File: config.mk
export PLATFORM = sky130hd
export DESIGN_NAME = t03_fight_arbiter
export DESIGN_NICKNAME = d
export VERILOG_FILES = /design/src/rtl/t03_fight_arbiter.sv
export SDC_FILE = /design/constraint.sdc
export NUM_CORES = 1
export LEC_CHECK = 0
export ABC_AREA = 1
export BUFFER_PORTS_ARGS = -buffer_cell sky130_fd_sc_hd__buf_2
export CAP_MARGIN = 40
export CELL_PAD_IN_SITES_DETAIL_PLACEMENT = 1
export CELL_PAD_IN_SITES_GLOBAL_PLACEMENT = 1
export CORE_MARGIN = 1
export CORE_UTILIZATION = 42
export CTS_BUF_LIST = sky130_fd_sc_hd__clkbuf_8
export DETAILED_ROUTE_END_ITERATION = 12
export GPL_TIMING_DRIVEN = 0
export PLACE_DENSITY = 0.86
export SETUP_SLACK_MARGIN = 0.2
export SLEW_MARGIN = 20
export SYNTH_ARGS = -nofsm -noshare
export SYNTH_HDL_FRONTEND = slang
export SYNTH_SLANG_ARGS = --single-unit
File: constraint.sdc
create_clock -name clk -period 5.8 [get_ports clk]
set_input_delay 0.58 -clock clk [delete_from_list [all_inputs] [get_ports clk]]
set_output_delay 0.58 -clock clk [all_outputs]
set_load 0.03 [all_outputs]
File: src/rtl/t03_fight_arbiter.sv
// Round controller and punch/block hit arbiter for two player FSMs; freezes them outside FIGHT.
// Latency: 1 cycle from frame_tick to health/state/hit outputs; no backpressure (tick-driven).
module t03_fight_arbiter #(
    parameter int              HP_W          = 4,
    parameter logic [HP_W-1:0] MAX_HEALTH    = 4'd8,
    parameter logic [HP_W-1:0] PUNCH_DMG     = 4'd2,
    parameter logic [HP_W-1:0] CHIP_DMG      = 4'd1,
    parameter logic [5:0]      INVULN_FRAMES = 6'd30,
    parameter logic [7:0]      KO_FRAMES     = 8'd120
) (
    input  logic            clk,
    input  logic            nrst,
    input  logic            frame_tick,
    input  logic            start,
    input  logic [1:0]      p1_state,
    input  logic            p1_resting,
    input  logic [1:0]      p2_state,
    input  logic            p2_resting,
    output logic [HP_W-1:0] p1_health,
    output logic [HP_W-1:0] p2_health,
    output logic [1:0]      game_state,
    output logic [1:0]      winner,
    output logic            p1_hit,
    output logic            p2_hit,
    output logic            player_tick
);

    typedef enum logic [1:0] {
        S_IDLE  = 2'b00,
        S_FIGHT = 2'b01,
        S_KO    = 2'b10
    } state_t;

    state_t          state;
    logic            atk1_q, atk2_q;
    logic [5:0]      inv1, inv2;
    logic [7:0]      ko_cnt;

    logic            atk1, atk2, blk1, blk2;
    logic            hit1, hit2;
    logic [HP_W-1:0] dmg1, dmg2;
    logic [HP_W-1:0] h1_nxt, h2_nxt;

    assign atk1 = (p1_state == 2'b01) && !p1_resting;
    assign atk2 = (p2_state == 2'b01) && !p2_resting;
    assign blk1 = (p1_state == 2'b10) && !p1_resting;
    assign blk2 = (p2_state == 2'b10) && !p2_resting;

    // Only a rising punch scores; a punch into invulnerability is simply lost.
    assign hit1 = atk2 && !atk2_q && (inv1 == 6'd0);
    assign hit2 = atk1 && !atk1_q && (inv2 == 6'd0);

    assign dmg1 = blk1 ? CHIP_DMG : PUNCH_DMG;
    assign dmg2 = blk2 ? CHIP_DMG : PUNCH_DMG;

    assign h1_nxt = !hit1 ? p1_health : ((p1_health > dmg1) ? p1_health - dmg1 : '0);
    assign h2_nxt = !hit2 ? p2_health : ((p2_health > dmg2) ? p2_health - dmg2 : '0);

    assign game_state  = state;
    assign player_tick = frame_tick && (state == S_FIGHT);

    always_ff @(posedge clk or negedge nrst) begin
        if (!nrst) begin
            state     <= S_IDLE;
            p1_health <= MAX_HEALTH;
            p2_health <= MAX_HEALTH;
            winner    <= 2'b00;
            p1_hit    <= 1'b0;
            p2_hit    <= 1'b0;
            atk1_q    <= 1'b0;
            atk2_q    <= 1'b0;
            inv1      <= 6'd0;
            inv2      <= 6'd0;
            ko_cnt    <= 8'd0;
        end else begin
            p1_hit <= 1'b0;
            p2_hit <= 1'b0;
            if (frame_tick) begin
                case (state)
                    S_IDLE: begin
                        if (start) begin
                            state     <= S_FIGHT;
                            p1_health <= MAX_HEALTH;
                            p2_health <= MAX_HEALTH;
                            winner    <= 2'b00;
                            atk1_q    <= 1'b0;
                            atk2_q    <= 1'b0;
                            inv1      <= 6'd0;
                            inv2      <= 6'd0;
                            ko_cnt    <= 8'd0;
                        end
                    end
                    S_FIGHT: begin
                        atk1_q    <= atk1;
                        atk2_q    <= atk2;
                        p1_health <= h1_nxt;
                        p2_health <= h2_nxt;
                        p1_hit    <= hit1;
                        p2_hit    <= hit2;
                        inv1 <= hit1 ? INVULN_FRAMES : ((inv1 != 6'd0) ? inv1 - 6'd1 : 6'd0);
                        inv2 <= hit2 ? INVULN_FRAMES : ((inv2 != 6'd0) ? inv2 - 6'd1 : 6'd0);
                        if ((h1_nxt == '0) || (h2_nxt == '0)) begin
                            state  <= S_KO;
                            winner <= {h1_nxt == '0, h2_nxt == '0};
                            ko_cnt <= 8'd0;
                        end
                    end
                    S_KO: begin
                        if (ko_cnt == KO_FRAMES - 8'd1) begin
                            state  <= S_IDLE;
                            ko_cnt <= 8'd0;
                        end else begin
                            ko_cnt <= ko_cnt + 8'd1;
                        end
                    end
                    default: state <= S_IDLE;
                endcase
            end
        end
    end

endmodule

; ---- Word-level counts from Yosys, hierarchy flattened
; Index checks and enable logic that the tools add are counted.
; W data, S select, Z words.
[word_totals]
word_cells = 89
register_bits = 36
out_inout_bits = 15
[op_classes]
n_addsub = 5
n_reduce_logical = 27
mux = 34
eq_ne = 10
n_lt_le_gt_ge = 2
[ops]
columns = op, count
row1 = $mux W6, 5
row2 = $mux W8, 3
row3 = $pmux W6 S2, 2
row4 = $pmux W8 S3, 1
row5 = $mux W4, 5
row6 = $pmux W4 S2, 2
row7 = $mux W2, 7
row8 = $logic_not A6 Y1, 2
row9 = $reduce_and A4 Y1, 3
row10 = $reduce_bool A6 Y1, 2
row11 = $sub A6 B1 Y6 const B, 2
row12 = $logic_and A1 B1 Y1, 9
row13 = $add A8 B1 Y8 const B, 1
row14 = $eq A8 B7 Y1 const B, 1
row15 = $gt A4 B2 Y1, 2
row16 = $logic_not A4 Y1, 2
row17 = $sub A4 B2 Y4, 2
row18 = $eq A2 B1 Y1 const B, 3
row19 = $eq A2 B2 Y1 const B, 3
row20 = $pmux W2 S3, 1
row21 = $mux W1, 5
row22 = $logic_not A1 Y1, 4
row23 = $ne A2 B2 Y1 const B, 2
row24 = $pmux W1 S2, 2
row25 = other kinds (7), 7

; ---- Depth between registers and ports, before layout
[depth]
word_depth = 10
ltp_mapped = 18

; ---- Worst setup path before layout
; No wires, ideal clock.
[synth_path]
path_type = input to register
from = input port p1_state[0]
to = register state[0], in the netlist game_state[0]
path_slack_ns = 3.260
n_path_buf = 1
cell_stages = 17
setup_time_ns = 0.116
arrival_time_ns = 2.424
path_cell_list = nor3_1 ha_1 inv_1 fa_1 nand2_1 nand2_1 nand2_1 nand3_1 nand2_1 nand2_1 inv_1 nand2_2 nand3_2 buf_6 nand2_1 nand2_1 nand2_1
[synth_via]
elab_chain_len = 10
word_cells_on_any_way = 17
classes_between = add/sub (1) / order compare (1) / eq/ne (3) / mux (4) / reduce/logical (8)
[synth_lines]
columns = item, line
row1 = start: declaration, 15  ; input logic [1:0] p1_state,
row2 = $eq A2 B2 Y1, 46  ; assign blk1 = (p1_state == 2'b10) && !p1_resting;
row3 = $logic_and A1 B1 Y1, 46
row4 = $mux W2, 53  ; assign dmg1 = blk1 ? CHIP_DMG : PUNCH_DMG;
row5 = $sub A4 B2 Y4 or $gt A4 B2 Y1 (tied branches), 56  ; assign h1_nxt = !hit1 ? p1_health : ((p1_health > dmg1) ? p1_health - dmg1 : '0);
row6 = $mux W4 (2 in a row), 56
row7 = $logic_not A4 Y1, 102  ; if ((h1_nxt == '0) || (h2_nxt == '0)) begin
row8 = $logic_or A1 B1 Y1 (*), 102
row9 = $ne A2 B1 Y1 (no line) (*), n/a
row10 = $reduce_and A4 Y1 (no line) (*), n/a
row11 = end signal: assignment, 103  ; state <= S_KO;
row12 = end signal: assignment, 110  ; state <= S_IDLE;
row13 = end signal: assignment, 116  ; default: state <= S_IDLE;
row14 = end: declaration, 34  ; state_t state;
; Every way passes the cells marked *; elsewhere a longest branch is shown, timed or not.
; A chain may end at the register's enable or synchronous reset.

; ---- Final worst setup path
; Same ends and word-level chain as after synthesis.

==> results.cfg <==
[detailed_routing]
drc_errors = 0
num_vias = 2131
ant_nets = 0
route.final.wire_length_um = 5890
via_per_inst = 5.06
drtIter0Drc = 90
wire_per_inst_um = 14.0
first_pass_iters = 4

[timing]
period_needed_ns = 2.84
period_share_pct = 48.9
max_slew.worst_pin.slew_ns = 0.614
fmax_ghz = 0.353
rsz0062_at_grt = false
fin_setup_tns_ns = 0
finalHoldViolations = 0
finalClockSkew_ns = 0.0119
relSlewSlack_pct = 58.8
setup_violations = 0
final-max-slew-violation-count = 0

[floorplanning]
initial_core_util_pct = 43.4
die-width_um = 77.2
die_y_um = 77.2
core_mm2 = 0.00547
die_area_mm2 = 0.00596
fp-row-count = 27
ios = 25

[synth]
yosysSeqAreaShare_pct = 38.1
postSynth.asyncResetShare_pct = 100
synth_seq_cells = 36
syn_inst = 316
ys.flop_type = dfrtp_1
synth_nets = 337
syn_area_per_cell_um2 = 7.51
synth_area_mm2 = 0.00237
synth_cell_types = 33
yosysTopAreaCell = dfrtp_1
synth_area_leaders = dfrtp_1, nand2_1, inv_1, nand3_1, ha_1
synth_edf_count = 0
synth_top_cell_area_share_pct = 35.8
yosysWarnings = 0

[clock_tree]
cts_buffers = 5
clock_latency_ns = 0.30
h-tree-depth = 2
cts_setup_buffers = 0
holdBufCountCts = 0
cts_resized = 0
cts_tree = yes
clock_path_buffers = 2
path_clk_slew_ns = 0.08
cts.sinks = 36
cts_root_buf = clkbuf_8

[setup_path]
crit_type = input pin to register
worstSetupEndpointType = register
crit_buf_inv = 4
crit_arrival_ns = 3.03
path_delay_family = simple AND/OR/NAND/NOR gates
worstPathMaxFanout = 10
cpPeakStageDelay_ns = 0.53
slowest_stage = nor3_1
crit_chain = buf_2, nor3_1, ha_1, inv_1, fa_1, nand2_1, nand2_1, nand2_1, nand3_1, nand2_1, nand2_1, inv_1, nand2_2, nand3_2, buf_6, nand2_1, nand2_1, nand2_1
path_common_cell = nand2_1
worstPathRequired_ns = 6.00
startpoint_type = input pin

[global_route]
gr-total-overflow = 0
grt_pass1_wl_um = 10500
grt_max_degree = 25
first_global_vias = 2273
antenna_found_initial = 0
track_usage_pct = 22.2

[cells_and_area]
syn2layout_area_growth_pct = 13.1
layout-drive-gt1-share_pct = 16.9
finalInstanceArea_mm2 = 0.00269
diodes = 0
utilization_pct = 49.1
nets = 369

[flow_run]
max_cap_viol_count = 0

[placement]
place_hpwl_um = 4490
portBuffers = 24
routabilityCongestion = 0.813
place_area_mm2 = 0.00260

[run_status]
status = finished, final reports clean

[pwr]
p_leak_nw = 1.43
peakVddDrop_mv = 0.184
power.density_mw_per_mm2 = 455

[worst_hold_path]
hp-class = input pin to async pin
==> cell usage after synthesis (all sizes together) (2+ instances only) <==
library cell / n
nand2: 98
inv: 49
dfrtp: 34
nor2: 31
nand3: 27
o21ai: 17
o22ai: 10
ha: 9
a21oi: 7
nor3: 5
nand4: 4
xnor2: 4
xor2: 4
buf: 3
a22o: 2
a31oi: 2
dfstp: 2
fa: 2
nor4: 2
==> cells by family (layout without fill, tap and decap cells) <==
group,count (synthesis),after routing,synth area share (%)
compound gates,38,38,9.70
xor+xnor,8,8,2.95
fa+ha+maj,11,11,6.43
buf+inv,54,87,9.49
flops,36,36,38.1
simple gates,169,169,33.4
==> sequential cells by signal, summed over array words and instances (netlist names) <==
name / cells
p2_hit: 1
atk1_q: 1
p2_health: 4
p1_health: 4
atk2_q: 1
inv1: 6
p1_hit: 1
inv2: 6
winner: 2
ko_cnt: 8
game_state: 2
==> cell type report <==
class	count	area [µm²]
sequential	36	903
tap	72	90.1
multi-input combinational	226	1240
clock inverter	3	12.5
buffer	4	37.5
clock buffer	5	68.8
fill	735	2790
inverter	50	188
timing repair buffer	25	140
==> per-stage QoR <==
step	hold slack, ns	power [mW]	worst slack, ns	cells
finish	0.177	1.22	2.96	421
global placement	0.452	1.02	2.71	412
CTS	0.184	1.23	2.90	421
global route	0.199	1.32	2.67	421
floorplan	0.284	0.884	3.26	316
detailed placement	0.457	1.05	2.58	413
==> routing by layer <==
metal / GRT usage, % / routed length [µm] / up-vias
met1: 26.8 / 2720 / 1027
met3: 3.21 / 123 / 7
met4: 8.30 / 94 / 0
met2: 39.6 / 2960 / 25
li1: - / - / 1072
met5: 0 / 0 / -
==> worst register-to-register path: cells and delay by family, from the launching register on <==
family,cells,cell delay [ns]
buffers and inverters,3,0.32
and+or+nand+nor,11,0.86
adders and majority gates,2,0.62
DFF,1,0.35
==> power by group <==
group	total, mW	leakage (nW)	switching (mW)	internal, mW
Combinational	0.665	0.897	0.439	0.226
Sequential	0.380	0.481	0.0603	0.319
Clock	0.177	0.0505	0.0956	0.0809
==> cell usage in the layout, fill, tap and decap left out, drive strengths merged, types with 5 or more instances in the layout <==
cell     n
a21oi    7
buf     28
clkbuf   6
dfrtp   34
ha       9
inv     51
nand2   98
nand3   27
nor2    31
nor3     5
o21ai   17
o22ai   10
==> path summary, 6_finish.rpt <==
kind / to / from / cells past startpoint / slack [ns]
min in group clk: winner[1] / winner[1] / 2 / 0.48
min: winner[1] / nrst / 1 / 0.18
max in group asynchronous: p1_health[3] / nrst / 2 / 5.11
max reg2reg: ko_cnt[3] / p2_health[0] / 16 / 3.51
max: game_state[0] / p1_state[0] / 18 / 2.96
min reg2reg: winner[1] / winner[1] / 2 / 0.48
Power figures use the tool's default switching activity.
